## config.mk

```make
export PLATFORM = sky130hd
export DESIGN_NAME = fetch_controller
export DESIGN_NICKNAME = d
export VERILOG_FILES = /design/src/rtl/fetch_pkg.sv /design/src/rtl/fetch_queue.sv /design/src/rtl/fetch_controller.sv
export SDC_FILE = /design/constraint.sdc
export NUM_CORES = 1
export LEC_CHECK = 0
export CAP_MARGIN = 30
export CORE_AREA = 2 2 135 137
export DETAILED_ROUTE_END_ITERATION = 10
export DIE_AREA = 0 0 137 139
export HOLD_SLACK_MARGIN = 0.06
export PLACE_DENSITY = 0.84
export SETUP_SLACK_MARGIN = 0.5
export SYNTH_ARGS = -nofsm -noshare
export SYNTH_HDL_FRONTEND = slang
export SYNTH_HIERARCHICAL = 1
export SYNTH_SLANG_ARGS = --single-unit
```

## constraint.sdc

```tcl
create_clock -name clk -period 2.73 [get_ports clk]
set_clock_uncertainty 0.15 [all_clocks]
set_input_delay 0.6825 -clock clk [delete_from_list [all_inputs] [get_ports clk]]
set_output_delay 0.6825 -clock clk [all_outputs]
set_load 0.02 [all_outputs]
```

## src/rtl/fetch_pkg.sv

```systemverilog
// Shared definitions for the instruction fetch controller: FSM encoding and size defaults.
package fetch_pkg;

  localparam int unsigned MEM_WORDS_DEF   = 8;
  localparam int unsigned QUEUE_DEPTH_DEF = 2;

  typedef enum logic [1:0] {
    ST_IDLE = 2'd0,
    ST_RUN  = 2'd1,
    ST_HALT = 2'd2
  } fetch_state_e;

endpackage : fetch_pkg

```

## src/rtl/fetch_queue.sv

```systemverilog
// Small shift-style FIFO of {pc, instr} pairs; entry 0 is always the head.
module fetch_queue
  import fetch_pkg::*;
#(
  parameter int unsigned ADDR_WIDTH  = 32,
  parameter int unsigned DATA_WIDTH  = 32,
  parameter int unsigned QUEUE_DEPTH = QUEUE_DEPTH_DEF,
  localparam int unsigned CNT_W      = $clog2(QUEUE_DEPTH + 1)
) (
  input  logic                  clk,
  input  logic                  reset,
  input  logic                  flush,
  input  logic                  push,
  input  logic                  pop,
  input  logic [ADDR_WIDTH-1:0] push_pc,
  input  logic [DATA_WIDTH-1:0] push_instr,
  output logic                  head_valid,
  output logic [ADDR_WIDTH-1:0] head_pc,
  output logic [DATA_WIDTH-1:0] head_instr,
  output logic [CNT_W-1:0]      count
);

  logic [ADDR_WIDTH-1:0] pc_q    [QUEUE_DEPTH];
  logic [ADDR_WIDTH-1:0] pc_d    [QUEUE_DEPTH];
  logic [DATA_WIDTH-1:0] instr_q [QUEUE_DEPTH];
  logic [DATA_WIDTH-1:0] instr_d [QUEUE_DEPTH];
  logic [CNT_W-1:0]      count_q;
  logic [CNT_W-1:0]      count_d;
  logic [CNT_W-1:0]      level;

  // Next-state: flush wins; otherwise pop shifts entries down, push lands at the first free slot.
  always_comb begin
    pc_d    = pc_q;
    instr_d = instr_q;
    count_d = count_q;
    level   = count_q;
    if (flush) begin
      count_d = '0;
    end else begin
      if (pop && (count_q != '0)) begin
        for (int i = 0; i < int'(QUEUE_DEPTH) - 1; i++) begin
          pc_d[i]    = pc_q[i+1];
          instr_d[i] = instr_q[i+1];
        end
        level = count_q - CNT_W'(1);
      end
      if (push && (level < CNT_W'(QUEUE_DEPTH))) begin
        for (int i = 0; i < int'(QUEUE_DEPTH); i++) begin
          if (level == CNT_W'(i)) begin
            pc_d[i]    = push_pc;
            instr_d[i] = push_instr;
          end
        end
        level = level + CNT_W'(1);
      end
      count_d = level;
    end
  end

  // Storage and occupancy registers; reset clears payload so the head reads zero.
  always_ff @(posedge clk) begin
    if (reset) begin
      count_q <= '0;
      for (int i = 0; i < int'(QUEUE_DEPTH); i++) begin
        pc_q[i]    <= '0;
        instr_q[i] <= '0;
      end
    end else begin
      count_q <= count_d;
      pc_q    <= pc_d;
      instr_q <= instr_d;
    end
  end

  assign head_valid = (count_q != '0);
  assign head_pc    = pc_q[0];
  assign head_instr = instr_q[0];
  assign count      = count_q;

endmodule : fetch_queue

```

## src/rtl/fetch_controller.sv

```systemverilog
// Instruction fetch controller: walks a word-indexed program counter through an
// external combinational instruction memory and buffers fetched words for decode.
module fetch_controller
  import fetch_pkg::*;
#(
  parameter int unsigned ADDR_WIDTH  = 32,
  parameter int unsigned DATA_WIDTH  = 32,
  parameter int unsigned MEM_WORDS   = MEM_WORDS_DEF,
  parameter int unsigned QUEUE_DEPTH = QUEUE_DEPTH_DEF
) (
  input  logic                  clk,
  input  logic                  reset,
  input  logic                  start,
  input  logic                  redirect_valid,
  input  logic [ADDR_WIDTH-1:0] redirect_pc,
  output logic [ADDR_WIDTH-1:0] imem_addr,
  input  logic [DATA_WIDTH-1:0] imem_instr,
  output logic                  out_valid,
  input  logic                  out_ready,
  output logic [DATA_WIDTH-1:0] out_instr,
  output logic [ADDR_WIDTH-1:0] out_pc,
  output logic                  busy,
  output logic                  halted
);

  localparam int unsigned CNT_W = $clog2(QUEUE_DEPTH + 1);

  fetch_state_e          state_q, state_d;
  logic [ADDR_WIDTH-1:0] pc_q, pc_d;
  logic                  busy_q, busy_d;
  logic                  halted_q, halted_d;

  logic                  q_flush;
  logic                  q_push;
  logic                  q_pop;
  logic                  q_valid;
  logic [CNT_W-1:0]      q_count;
  logic                  transfer;
  logic                  pc_in_range;
  logic                  target_in_range;

  assign transfer        = q_valid && out_ready;
  assign pc_in_range     = (pc_q < ADDR_WIDTH'(MEM_WORDS));
  assign target_in_range = (redirect_pc < ADDR_WIDTH'(MEM_WORDS));

  // Next-state and queue control; a redirect preempts any fetch or handshake that cycle.
  always_comb begin
    state_d = state_q;
    pc_d    = pc_q;
    q_flush = 1'b0;
    q_push  = 1'b0;
    q_pop   = 1'b0;
    case (state_q)
      ST_IDLE: begin
        if (start) begin
          state_d = ST_RUN;
          pc_d    = '0;
        end
      end
      ST_RUN, ST_HALT: begin
        if (redirect_valid) begin
          q_flush = 1'b1;
          if (target_in_range) begin
            pc_d    = redirect_pc;
            state_d = ST_RUN;
          end else begin
            state_d = ST_HALT;
          end
        end else if (state_q == ST_RUN) begin
          q_pop = transfer;
          if (pc_in_range) begin
            if ((q_count < CNT_W'(QUEUE_DEPTH)) || transfer) begin
              q_push = 1'b1;
              pc_d   = pc_q + ADDR_WIDTH'(1);
            end
          end else if (q_count == '0) begin
            state_d = ST_HALT;
          end
        end
      end
      default: begin
        state_d = ST_IDLE;
      end
    endcase
    busy_d   = (state_d == ST_RUN);
    halted_d = (state_d == ST_HALT);
  end

  // State, program counter and status flags.
  always_ff @(posedge clk) begin
    if (reset) begin
      state_q  <= ST_IDLE;
      pc_q     <= '0;
      busy_q   <= 1'b0;
      halted_q <= 1'b0;
    end else begin
      state_q  <= state_d;
      pc_q     <= pc_d;
      busy_q   <= busy_d;
      halted_q <= halted_d;
    end
  end

  fetch_queue #(
    .ADDR_WIDTH  (ADDR_WIDTH),
    .DATA_WIDTH  (DATA_WIDTH),
    .QUEUE_DEPTH (QUEUE_DEPTH)
  ) u_queue (
    .clk        (clk),
    .reset      (reset),
    .flush      (q_flush),
    .push       (q_push),
    .pop        (q_pop),
    .push_pc    (pc_q),
    .push_instr (imem_instr),
    .head_valid (q_valid),
    .head_pc    (out_pc),
    .head_instr (out_instr),
    .count      (q_count)
  );

  assign imem_addr = pc_q;
  assign out_valid = q_valid;
  assign busy      = busy_q;
  assign halted    = halted_q;

endmodule : fetch_controller
```

## Word-level counts from Yosys, hierarchy flattened

Cells that the tools add are included.

- Output and inout port bits: 99
- Register bits after elaboration: 166
- Logic and storage cells: 75

- Reductions and logical operators: 13
- $lt $le $gt $ge: 4
- Mux-type cells: 35
- Bitwise operators: 1
- Equality and inequality tests: 10
- $add $sub $neg: 3

Operator list:

| kind | number |
|---|---|
| $mux 32 | 12 |
| $mux 64 | 2 |
| $lt 32x4->1 const B | 2 |
| $pmux 32 s2 | 1 |
| $add 32x1->32 const B | 1 |
| $mux 2 | 9 |
| $ne 3x3->1 const B | 4 |
| $mux 1 | 10 |
| $eq 2x1->1 const B | 3 |
| $logic_not 2->1 | 3 |
| $reduce_and 6->1 | 1 |
| $eq 2x2->1 const B | 2 |
| $lt 2x2->1 const B | 2 |
| $pmux 2 s2 | 1 |
| $reduce_bool 2->1 | 2 |
| $reduce_or 2->1 | 2 |
| $logic_and 1x1->1 | 3 |
| $reduce_and 3->1 | 1 |
| $add 2x1->2 const B | 1 |
| $ne 2x2->1 const B | 1 |
| $sub 2x1->2 const B | 1 |
| $logic_or 1x1->1 | 1 |
| $not 1->1 | 1 |

## Depth between registers and ports, before layout

Gate-level depths: netlist of the first run.

- Word-level depth: 11
- Mapped depth: 13
- Depth with buffers taken out: 10

## Hierarchy

Netlist of the first run, hierarchy kept.

By module, submodules not included:

| module | cells an instance | times used | area each (µm²) | sequential area each (µm²) |
|---|---|---|---|---|
| fetch_queue | 652 | 1 | 6272.3 | 2602.5 |
| fetch_controller | 182 | 1 | 1700.4 | 720.7 |

## Worst setup path before layout of the first run

No wires, ideal clock.

- Path type: register -> register
- Start point: register u_queue.count_q[0], in the netlist u_queue/count[0]
- End point: register u_queue.instr_q (netlist bit u_queue/head_instr[0])
- Slack: -0.176 ns
- Data required time: 2.461 ns
- Clock period less this slack: 2.906 ns
- Setup time: 0.119 ns
- Data arrival time: 2.638 ns
- Cell stages (with the launch flop): 13
- Cell sequence: dfxtp_1 -> buf_2 -> inv_2 -> ha_1 -> inv_1 -> a21bo_2 -> nand2_1 -> nor4_1 -> nand2b_1 -> a21o_1 -> buf_2 -> buf_2 -> o221a_2

- Elaborated cells between the ends (all ways): 22
- Classes of those cells: 1 x add/sub; 2 x order compare; 13 x mux; 6 x reduce/logical

RTL lines:

| what | line | RTL |
|---|---|---|
| start, declared | fetch_queue.sv:27 | `logic [CNT_W-1:0] count_q;` |
| start signal, assigned | fetch_queue.sv:69 | `count_q <= count_d;` |
| $reduce_bool 2->1 | fetch_queue.sv:75 | `assign head_valid = (count_q != '0);` |
| via out_valid | fetch_controller.sv:18 | `output logic out_valid,` |
| $logic_and 1x1->1 | fetch_controller.sv:42 | `assign transfer = q_valid && out_ready;` |
| $logic_or 1x1->1 | fetch_controller.sv:72 | `if ((q_count < CNT_W'(QUEUE_DEPTH)) \|\| transfer) begin` |
| $mux 1 | fetch_controller.sv:72 |  |
| $mux 1 | fetch_controller.sv:71 | `if (pc_in_range) begin` |
| $mux 1 | fetch_controller.sv:69 | `end else if (state_q == ST_RUN) begin` |
| $mux 1 | fetch_controller.sv:61 | `if (redirect_valid) begin` |
| $mux 1 | fetch_controller.sv:53 | `case (state_q)` |
| via q_push | fetch_controller.sv:34 | `logic q_push;` |
| $logic_and 1x1->1 | fetch_queue.sv:47 | `if (push && (level < CNT_W'(QUEUE_DEPTH))) begin` |
| $mux 64 | fetch_queue.sv:47 |  |
| end signal, assigned | fetch_queue.sv:71 | `instr_q <= instr_d;` |
| end, declared | fetch_queue.sv:25 | `logic [DATA_WIDTH-1:0] instr_q [QUEUE_DEPTH];` |

The timed path passes the listed nets, and every way through them passes these cells. The select of a mux whose other input is x is not followed.
A chain may end at the register's enable or synchronous reset.

## Final worst setup path of the first run

- Start point: register pc_q[4], in the netlist imem_addr[4]
- End point: register u_queue/pc_q[19] in the netlist's numbering

- Cells in the longest elaborated chain, start to end: 7

RTL lines:

| what | line | RTL |
|---|---|---|
| start, declared | fetch_controller.sv:29 | `logic [ADDR_WIDTH-1:0] pc_q, pc_d;` |
| start signal, assigned | fetch_controller.sv:98 | `pc_q <= pc_d;` |
| $lt 32x4->1 | fetch_controller.sv:43 | `assign pc_in_range = (pc_q < ADDR_WIDTH'(MEM_WORDS));` |
| $mux 1 | fetch_controller.sv:71 |  |
| $mux 1 | fetch_controller.sv:69 |  |
| $mux 1 | fetch_controller.sv:61 |  |
| $mux 1 | fetch_controller.sv:53 |  |
| via q_push | fetch_controller.sv:34 |  |
| $logic_and 1x1->1 | fetch_queue.sv:47 |  |
| $reduce_and 3->1 (no source line) | n/a |  |
| end signal, assigned | fetch_queue.sv:70 | `pc_q <= pc_d;` |
| end, declared | fetch_queue.sv:23 | `logic [ADDR_WIDTH-1:0] pc_q [QUEUE_DEPTH];` |

The timed path passes the listed nets, and every way through them passes these cells.

==> results of run 1 <==
[worst max-delay path: cells and delay by family, from the launching register on]
| kind | cells | cell delay (ns) |
|---|---|---|
| AND/OR/NAND/NOR | 4 | 1.10 |
| buffers and inverters | 3 | 0.40 |
| flip-flops | 1 | 0.34 |
| multiplexers | 1 | 0.25 |
| AO/OA/AOI/OAI | 1 | 0.16 |
[synth_stat cells, types with 3 or more instances]
library cell,count,area (um2)
a21oi_1,70,350
o221a_2,64,721
nor2_1,21,78.8
mux2i_1,66,661
nor4_1,14,87.6
dfxtp_1,166,3320
mux2_4,3,45.0
nand4_1,10,62.6
buf_4,70,526
buf_2,25,125
a41oi_1,7,61.3
o21ai_0,3,15.0
nor2b_1,6,37.5
buf_6,9,101
nand2_1,9,33.8
a32o_1,3,30.0
nand2b_1,133,832
inv_1,70,263
and2_1,20,125
nand3_1,4,20.0
ha_1,5,62.6
nor3_1,7,35.0
clkbuf_1,18,67.6
xnor2_1,3,26.3
[cell usage in the layout, fill, tap and decap left out, drive strengths merged, types with 2 or more instances in the layout]
cell type,Yosys,layout
dfxtp,166,166
nand2b,133,133
inv,72,79
a21oi,70,70
clkdlybuf4s50,0,69
dlygate4sd2,0,67
mux2i,66,66
o221a,64,64
buf,105,62
dlymetal6s2s,0,29
nor2,21,21
clkbuf,18,21
and2,20,20
nor4,14,14
nand4,10,10
nand2,9,9
nor3,7,7
a41oi,7,7
nand3,6,6
nor2b,6,6
ha,5,5
bufinv,0,4
o21ai,4,4
mux2,4,4
a32o,3,3
xnor2,3,3
o31ai,3,3
o211ai,2,2
a22o,2,2
a31oi,2,2
a21o,2,2
clkinv,0,2
[what timing repair did]
action,CTS,global route
buffers inserted,13,4
cloned,3,2
resized for setup,83,66
pin swaps,12,16
endpoints found under the setup margin,219,191
[path summary, 6_finish.rpt]
| check | startpoint | end | slack [ns] | depth (start not counted) |
|---|---|---|---|---|
| worst min register to register | u_queue/instr_q[8] | u_queue/instr_q[8] | 0.32 | 2 |
| worst min-delay path | u_queue/instr_q[8] | u_queue/instr_q[8] | 0.32 | 2 |
| worst max register to register | imem_addr[4] | u_queue/pc_q[19] | 0.24 | 9 |
| worst max-delay path | imem_addr[4] | u_queue/pc_q[19] | 0.24 | 9 |
[per-layer routing]
metal,wire length (um),GRT usage,part of all wire,up-vias
met1,8950,0.269,0.42,3139
met5,0,0,0,-
met2,10200,0.337,0.49,275
met4,460,0.0754,0.022,0
met3,1420,0.0468,0.067,45
li1,-,-,-,3073
[cell type report]
type	count	area, um2
clock buffer	18	439
clock inverter	13	211
fill	1378	6770
inverter	72	280
multi-input combinational	473	3840
sequential	166	3350
tap	229	287
timing repair buffer	230	2470
[registers in the layout (all words and copies together) (netlist names)]
register	cells
u_queue/pc_q	32
halted	1
u_queue/head_pc	32
imem_addr	32
state_q	2
busy	1
u_queue/count	2
u_queue/instr_q	32
u_queue/head_instr	32
[power breakdown]
part	switching (mW)	internal, mW
clock	1.07	1.59
sequential	0.0497	2.49
combinational	0.447	0.459
total	1.56	4.53
[cells by family (layout without fill, tap and decap cells)]
kind of cell | after synthesis | count (layout) | synth area share
AO/OA/AOI/OAI | 167 | 167 | 0.175
XOR/XNOR | 3 | 3 | 0.00330
adder cells (fa/ha/maj) | 5 | 5 | 0.00785
buffers and inverters | 195 | 333 | 0.137
flip-flops | 166 | 166 | 0.417
multiplexers | 70 | 70 | 0.0899
AND/OR/NAND/NOR | 228 | 228 | 0.170
[per-stage QoR]
step	cells	setup WS, ns	hold WS [ns]
3_3_place_gp	1148	-0.0600	0.307
2_1_floorplan	834	0.380	0.298
4_1_cts	1195	0.288	0.328
5_1_grt	1201	0.156	0.334
3_5_place_dp	1148	-0.156	0.317
6_report	1201	0.236	0.323
==> reports/results.txt, run 1 <==
status -> complete, no violations
leakage -> 4.58 nW
PnR Total Power -> 6.10 mW
Worst-Margin Slew -> 0.420 ns
CP cell instances -> nor4_4 > nand4_1 > nor4_4 > nand2b_1 > a21oi_4 > buf_12 > buf_12 > buf_16 > mux2i_2
Via density -> 5.44
Synth Register Bits -> 166
DR WL/cell -> 17.5 um
IO Port Bufs -> 167
routed vias -> 6532
Max-cap violations -> 0
post-synthesis cell type count -> 46
global-route wire length before repair -> 31800 um
RSZ-0062 raised after global routing -> yes
worst relative slew slack -> 0.720
synth warn -> 6
antenna violations before repair -> 0
CP required -> 2.92 ns
Total Wirelength -> 21100 um
share of layout cells above drive strength 1 -> 0.233
CTS buffer count -> 17
Finish-stage setup viols -> 0
leading register cell type out of synthesis -> dfxtp_1
Hold Vio Cnt, Final -> 0
largest fanout on the critical path -> 7
routability-driven placement congestion ratio -> 0.852
ANT cells -> 0
vias in the first global route -> 6281
mapped cell area -> 7970 um2
Cell Pwr Density -> 560 nW/um2
pin count of the biggest net entering global routing -> 86
Core ar. -> 17700 um2
Avg Cell Area, Syn -> 9.56 um2
CTS tree -> yes
post-layout min period -> 2.49 ns
io pins -> 168
syn_nets -> 908
post-route cell area -> 10900 um2
DR DRC count -> 0
Fmax -> 401 MHz
clk root buf -> clkbuf_16
total congestion overflow -> 0
Hold WC Path Type -> flop to flop
H-tree Lvls -> 4
final max-slew violation count -> 0
DIE HEIGHT -> 139 um
CP Capture Type -> flop
CP max-delay cell -> nor4_4
Post-DRT Antenna Nets -> 0
peak supply drop -> 0.420 mV
full die area -> 19000 um2
post-synthesis sequential area ratio -> 0.417
Post-DP Area -> 9700 um2
clock buffer depth -> 2
initial cell density of the core -> 0.452
crit start category -> flop
Post-Syn Instances -> 834
drt first-iter violations -> 472
number of synthesized flops with an enable pin -> 0
Fin Setup TNS -> 0 ns
final design utilization -> 0.616
clk_lat worst skew -> 0.43 ns
Max stage delay on crit path -> 0.40 ns
period utilization -> 0.913
Worst Setup Path Type -> flop to flop
1st-pass router iterations -> 7
Die X -> 137 um
Nets -> 1034
post-DP HPWL -> 12700 um
clk sinks -> 166
FFs w/ async S/R, synth -> 0
Worst Path Arrival -> 2.68 ns
P&R area growth vs syn -> 36.5%
GRT Total Usage -> 0.208
Post-CTS Hold Fix Bufs -> 0
row cnt -> 49
Clock transition at path regs -> 0.07 ns
Note: power is estimated with default switching activity, not from simulation.
==> inputs of run 2 (changes only) <==
Settings changed: CORE_AREA 2 2 135 137 to 2 2 182 184, DIE_AREA 0 0 137 139 to 0 0 184 186, PLACE_DENSITY 0.84 to 0.55.
==> run 2 against run 1 <==
  * Combinational power up 7.3%
  * Non-clock buffer count up 17
  * Clock-buffer cell count unchanged
  * Global-route usage down 7.9 points
  * Setup slack worse by 0.0068 ns
  * Final cell count up 16%
  * Critical path type unchanged
==> reports/results.txt, run 2 (synthesized netlist as in run 1, its figures left out) <==
Worst Setup Path Type -> flop to flop (unchanged)
CP Capture Type -> flop (unchanged)
DR WL/cell -> 16.0 um (was 17.5 um)
Post-Place Setup Slack -> -0.106 ns (was -0.156 ns)
1st-pass router iterations -> 4 (was 7)
Worst-Margin Slew -> 0.400 ns (was 0.420 ns)
routability-driven placement congestion ratio -> 0.720 (was 0.852)
P&R area growth vs syn -> 40.5% (was 36.5%)
clk_lat worst skew -> 0.42 ns (was 0.43 ns)
crit start category -> flop (unchanged)
Cell Pwr Density -> 524 nW/um2 (was 560 nW/um2)
full die area -> 34200 um2 (was 19000 um2)
routed vias -> 6295 (was 6532)
peak supply drop -> 0.380 mV (was 0.420 mV)
R2R cell count -> 11 (was 9)
Nets -> 1051 (was 1034)
Post-CTS Hold Fix Bufs -> 0 (unchanged)
commonest non-fill, non-tap cell in the layout -> dfxtp_1 (unchanged)
Hold WC Path Type -> flop to flop (unchanged)
CP required -> 2.92 ns (about the same)
period utilization -> 0.916 (was 0.913)
final max-slew violation count -> 0 (unchanged)
share of layout cells above drive strength 1 -> 0.267 (was 0.233)
Multi-input gate area -> 3880 um2 (was 3840 um2)
Finish-stage setup viols -> 0 (unchanged)
Core ar. -> 32200 um2 (was 17700 um2)
Reg area -> 3350 um2 (about the same)
clk root buf -> clkbuf_16 (unchanged)
RSZ-0062 raised after global routing -> yes (unchanged)
Fmax -> 400 MHz (was 401 MHz)
Filler Cell Count -> 3275 (was 1378)
Post-DRT Antenna Nets -> 0 (unchanged)
most frequent cells in the layout -> dfxtp_1, nand2b_1, dlygate4sd2_1 (was dfxtp_1, nand2b_1, clkdlybuf4s50_1)
WHS Path Cells -> 2 (unchanged)
Max-cap violations -> 0 (unchanged)
PnR Total Power -> 5.87 mW (was 6.10 mW)
Worst R2R Setup Slack -> 0.23 ns (was 0.24 ns)
Die X -> 184 um (was 137 um)
initial cell density of the core -> 0.248 (was 0.452)
setup ws final -> 0.230 ns (was 0.236 ns)
Worst Path Arrival -> 2.69 ns (was 2.68 ns)
worst relative slew slack -> 0.733 (was 0.720)
final design utilization -> 0.348 (was 0.616)
io pins -> 168 (unchanged)
post-DP HPWL -> 14200 um (was 12700 um)
vias in the first global route -> 6073 (was 6281)
total congestion overflow -> 0 (unchanged)
H-tree Lvls -> 4 (unchanged)
Hold Vio Cnt, Final -> 0 (unchanged)
pin count of the biggest net entering global routing -> 103 (was 86)
global-route wire length before repair -> 34500 um (was 31800 um)
CTS buffer count -> 17 (unchanged)
CTS tree -> yes (unchanged)
largest fanout on the critical path -> 7 (unchanged)
post-layout min period -> 2.50 ns (was 2.49 ns)
clock buffer depth -> 2 (unchanged)
clk sinks -> 166 (unchanged)
row cnt -> 66 (was 49)
GRT Total Usage -> 0.129 (was 0.208)
drt first-iter violations -> 267 (was 472)
IO Port Bufs -> 167 (unchanged)
Total Wirelength -> 22300 um (was 21100 um)
DR DRC count -> 0 (unchanged)
ANT cells -> 0 (unchanged)
DIE HEIGHT -> 186 um (was 139 um)
Via density -> 4.51 (was 5.44)
Clock transition at path regs -> 0.06 ns (was 0.07 ns)
antenna violations before repair -> 0 (unchanged)
leakage -> 4.64 nW (was 4.58 nW)
status -> complete, no violations (unchanged)
run 2: changes by cell type in the layout (fill, tap and decap cells not counted), sizes merged:
cell,change
clkbuf,+1
dlymetal6s2s,-4
bufinv,-3
inv,-1
buf,+16
clkinvlp,+3
dlygate4sd2,+20
clkdlybuf4s50,-19
clkdlybuf4s15,+3
run 2: per-stage QoR:
stage / std cells / setup TNS (ns) / instance area [um2] / hold slack, ns
detailed placement: 1337 / -10.89 / 9990 / 0.313
global placement: 1337 / -11.33 / 9990 / 0.308
floorplan: 834 / 0 / 8180 / 0.298
CTS: 1391 / 0 / 10900 / 0.326
global route: 1396 / 0 / 11200 / 0.340
finish: 1396 / 0 / 11200 / 0.322
run 2: power by group:
part / switching, mW / internal, mW
registers: 0.0501 / 2.49
clock network: 1.07 / 1.29
logic: 0.474 / 0.497
total: 1.59 / 4.27
run 2: critical path, stage by stage, from the launching register on:
cell      delay (ns)
dfxtp_4         0.36
nor4_4          0.27
buf_4           0.15
nand4_1         0.10
buf_6           0.16
nor4_4          0.30
nand2b_1        0.15
a21oi_4         0.16
buf_12          0.13
buf_12          0.12
buf_16          0.14
mux2i_2         0.21
run 2: cell type report:
cell class                      count  area share
Clock buffer                       18      0.0392
Clock inverter                     12      0.0105
Inverter                           72      0.0250
Multi-Input combinational cell    473       0.347
Sequential cell                   166       0.299
Tap cell                          408      0.0456
Timing Repair Buffer              247       0.234
run 2: timing repair:
item | in CTS | in global routing
gates cloned | 6 | 3
setup buffers | 18 | 2
endpoints found under the setup margin | 237 | 192
pin swaps | 20 | 17
gates resized for setup | 132 | 59
run 2: routing by layer:
| layer | vias up | share of wire | track usage |
|---|---|---|---|
| met4 | 0 | 0.010 | 0.0346 |
| li1 | 3103 | - | - |
| met3 | 13 | 0.049 | 0.0270 |
| met2 | 172 | 0.45 | 0.199 |
| met5 | - | 0 | 0 |
| met1 | 3007 | 0.50 | 0.181 |
run 2: path summary, 6_finish.rpt:
path                       startpoint             endpoint
setup reg to reg        imem_addr[22]   u_queue/instr_q[3]
hold / removal    u_queue/instr_q[18]  u_queue/instr_q[18]
hold reg to reg   u_queue/instr_q[18]  u_queue/instr_q[18]
setup / recovery        imem_addr[22]   u_queue/instr_q[3]
==> patch (config.mk and constraints of run 1) <==
Make the reset (`reset`) asynchronous in 2 clocked blocks.
--- a/src/rtl/fetch_queue.sv
+++ b/src/rtl/fetch_queue.sv
@@ -58,7 +58,7 @@
   end
 
   // Storage and occupancy registers; reset clears payload so the head reads zero.
-  always_ff @(posedge clk) begin
+  always_ff @(posedge clk or posedge reset) begin
     if (reset) begin
       count_q <= '0;
       for (int i = 0; i < int'(QUEUE_DEPTH); i++) begin
--- a/src/rtl/fetch_controller.sv
+++ b/src/rtl/fetch_controller.sv
@@ -87,7 +87,7 @@
   end
 
   // State, program counter and status flags.
-  always_ff @(posedge clk) begin
+  always_ff @(posedge clk or posedge reset) begin
     if (reset) begin
       state_q  <= ST_IDLE;
       pc_q     <= '0;
Check against the original RTL: differs if reset is asserted again (counterexample within 4 cycles, from zero or initial values and one cycle with reset high); with reset held inactive, the same outputs for 4 cycles.
==> patch against run 1 <==
Routed wire length is 2.4% higher. The run now ends with setup timing left. Sequential share of layout area grew 6.1 points. Count of clock-buffer cells in the layout up 1. Worst setup slack got worse by 530 ps. Area after synthesis decreased by 5.3%. Final area grew 3.3%. Sequential cell count is the same.
Power is not compared: it rests on default switching activity, and its combinational part moved more than twofold at a synthesized area within 25%.
==> patch: results (changes against run 1) <==
- Run status: finished, violations left (was finished, final reports clean)
- Proportion of layout cells with a drive suffix above 1: 0.334 (was 0.233)
- Detailed route wirelength on metal2: 10500 um (was 10200 um)
- Worst supply voltage drop on vdd: roughly 0.52 mV
- Sequential cell area fraction in the yosys report: 0.550 (was 0.417)
- Minimum setup slack in the final design: -298 ps (was 236 ps)
- DRC marker count from the first detailed-route iteration: 384 (was 472)
* Pins Over Slew Limit: 0 (unchanged)
- The final weighted congestion in routability-driven placement was 0.863 (was 0.852).
- The aggregate negative setup slack was -30860 ps (was 0 ps).
- The worst slew margin relative to its limit is 0.549 (was 0.720).
- Worst Path Arrival: 3180 ps (was 2680 ps)
- The met3 wirelength from detailed routing is 1480 um (was 1420 um).
- The type of the worst min-delay path is flop to flop (unchanged).
- Count of inserted antenna diode cells: 0 (unchanged)
* Maximum number of pins on one net before global-route repair: 79 (was 86)
* Synth cell count leaders: dfrtp_1 (166), and2_1 (76), buf_4 (66) (was dfxtp_1 (166), nand2b_1 (133), a21oi_1 (70), buf_4 (70), inv_1 (70))
- The number of buffer cells added on primary ports came to 167 (unchanged).
* Detailed-placement wirelength estimate: 12100 um (was 12700 um)
* Cell variety after synth: 44 (was 46)
- The register clock-pin slew on the reported worst setup and hold paths is 70 ps (about the same).
* Length of routed wiring on met1: 9100 um (was 8950 um)
* Static Leak: 5.85 nW
- The detailed-route wire length per cell is 20.7 um (was 17.5 um).
* Gate family responsible for the most delay along the worst path: simple AND/OR/NAND/NOR gates (unchanged)
- The global-route usage over all layers was 0.220 (was 0.208).
- Failing checks: setup timing
- Clock Root Buffer: clkbuf_16 (unchanged)
* Synthesized Nets: 672 (was 908)
* CTS Buf Count: 17 (unchanged)
- Setup Viol. Count Final: 129 (was 0)
- Ranking of synthesized cells by area: dfrtp_1 (55%), mux2_2 (8.8%), a221o_1 (8.5%) (was dfxtp_1 (42%), nand2b_1 (10%), o221a_2 (9.0%)).
- The fraction of registers with async set/reset is 1.00 (was 0).
- The number of iterations in the first detailed-routing pass was 4 (was 7).
* Number of antenna violations at the first check in global routing: 0 (unchanged)
- The net total in the final layout is 877 (was 1034).
* Largest fanout on the critical path: 9 (was 7)
- The peak per-stage delay on the critical path came to 400 ps (about the same).
- CP max stage cell: dfrtp_1 (was nor4_4)
- Maxcap violations: 0 (unchanged)
* Via count of the first global-routing pass: 5817 (was 6281)
- Clock insertion delay at the later pin of the skew report: 420 ps
* Count of synthesis-stage warnings from yosys: 6 (unchanged)
- The buffer depth of the longest clock path was 2 (unchanged).
- Vias per cell: 5.36 (was 5.44)
- Fill count: 1235 (was 1378)
- The highest routed metal layer is met4 (unchanged).
- H-tree depth: 4 (unchanged)
* Global-route wire length before repair: 32000 um (was 31800 um)
==> patch: cell types whose count changed in the layout (fill, tap and decap cells not counted), moves of 45 or more <==
cell | before | now
o221a_2 | 64 | 0
and2_1 | 20 | 65
a221o_1 | 0 | 64
mux2i_1 | 64 | 3
a21oi_1 | 65 | 5
nand2b_1 | 132 | 2
dfxtp_1 | 149 | 0
inv_1 | 68 | 9
dfrtp_1 | 0 | 165
==> patch: cell type report <==
| type | instances | area share |
|---|---|---|
| well taps | 229 | 0.0255 |
| repair buffers | 281 | 0.268 |
| inverters | 17 | 0.00601 |
| multi-input cells | 318 | 0.273 |
| clock inverters | 13 | 0.0170 |
| flip-flops and latches | 166 | 0.370 |
| clock buffers | 19 | 0.0403 |
==> patch: final timing paths <==
check,from,cells after the start,slack [ps],to
max,imem_addr[31]$_DFFE_PP0P_,12,-300,u_queue/head_pc[17]$_DFFE_PP0N_
min,u_queue/instr_q[6]$_DFFE_PP0P_,1,330,u_queue/instr_q[6]$_DFFE_PP0P_
max reg2reg,imem_addr[31]$_DFFE_PP0P_,12,-300,u_queue/head_pc[17]$_DFFE_PP0N_
min reg2reg,u_queue/instr_q[6]$_DFFE_PP0P_,1,330,u_queue/instr_q[6]$_DFFE_PP0P_
max in group asynchronous,reset,3,1240,u_queue/instr_q[17]$_DFFE_PP0P_
min in group asynchronous,reset,3,590,u_queue/head_pc[11]$_DFFE_PP0N_
==> patch: kinds of logic after synthesis <==
group                    Yosys count  synth area share
AND/OR/NAND/NOR                  148             0.119
AO/OA/AOI/OAI                     90             0.115
buffers and inverters            112            0.0966
XOR/XNOR                           3           0.00348
multiplexers                      70             0.105
adder cells (fa/ha/maj)            7            0.0116
flip-flops                       166             0.550
==> patch: report_power, final <==
part           total, mW  internal (mW)  leakage (nW)  switching [mW]
Clock               2.60           1.59         0.319            1.01
Combinational       3.86           2.02          3.28            1.84
Sequential          3.25           2.96          2.26           0.293
Total               9.71           6.56          5.85            3.14
==> patch: repair_timing <==
item	CTS	global route
setup endpoints to repair	243	182
pin swaps	50	22
gates cloned	9	7
buffers inserted	13	8
gates resized for setup	158	67
==> patch: per-stage QoR <==
step,setup slack (ps),area [um2],cells
finish,-298,11200,1043
floorplan,-170,7690,596
detailed placement,-660,9620,974
global route,-401,11200,1043
global placement,-574,9620,974
CTS,-143,10800,1028
==> patch: routing by layer <==
metal / vias to the layer above / global-route usage
met3: 36 / 0.0526
met4: 0 / 0.0733
met1: 2814 / 0.295
met5: - / 0
li1: 2506 / -
met2: 236 / 0.349
==> patch: worst register-to-register path, cell delays in order, from the launching register on <==
cell	delay [ps]
dfrtp_1	400
nor4_2	310
buf_4	170
nand4_1	120
buf_6	170
a2111oi_4	330
and2_4	250
nand2_2	90
o21ai_4	150
nand2b_4	90
buf_12	170
buf_12	150
a221o_1	370
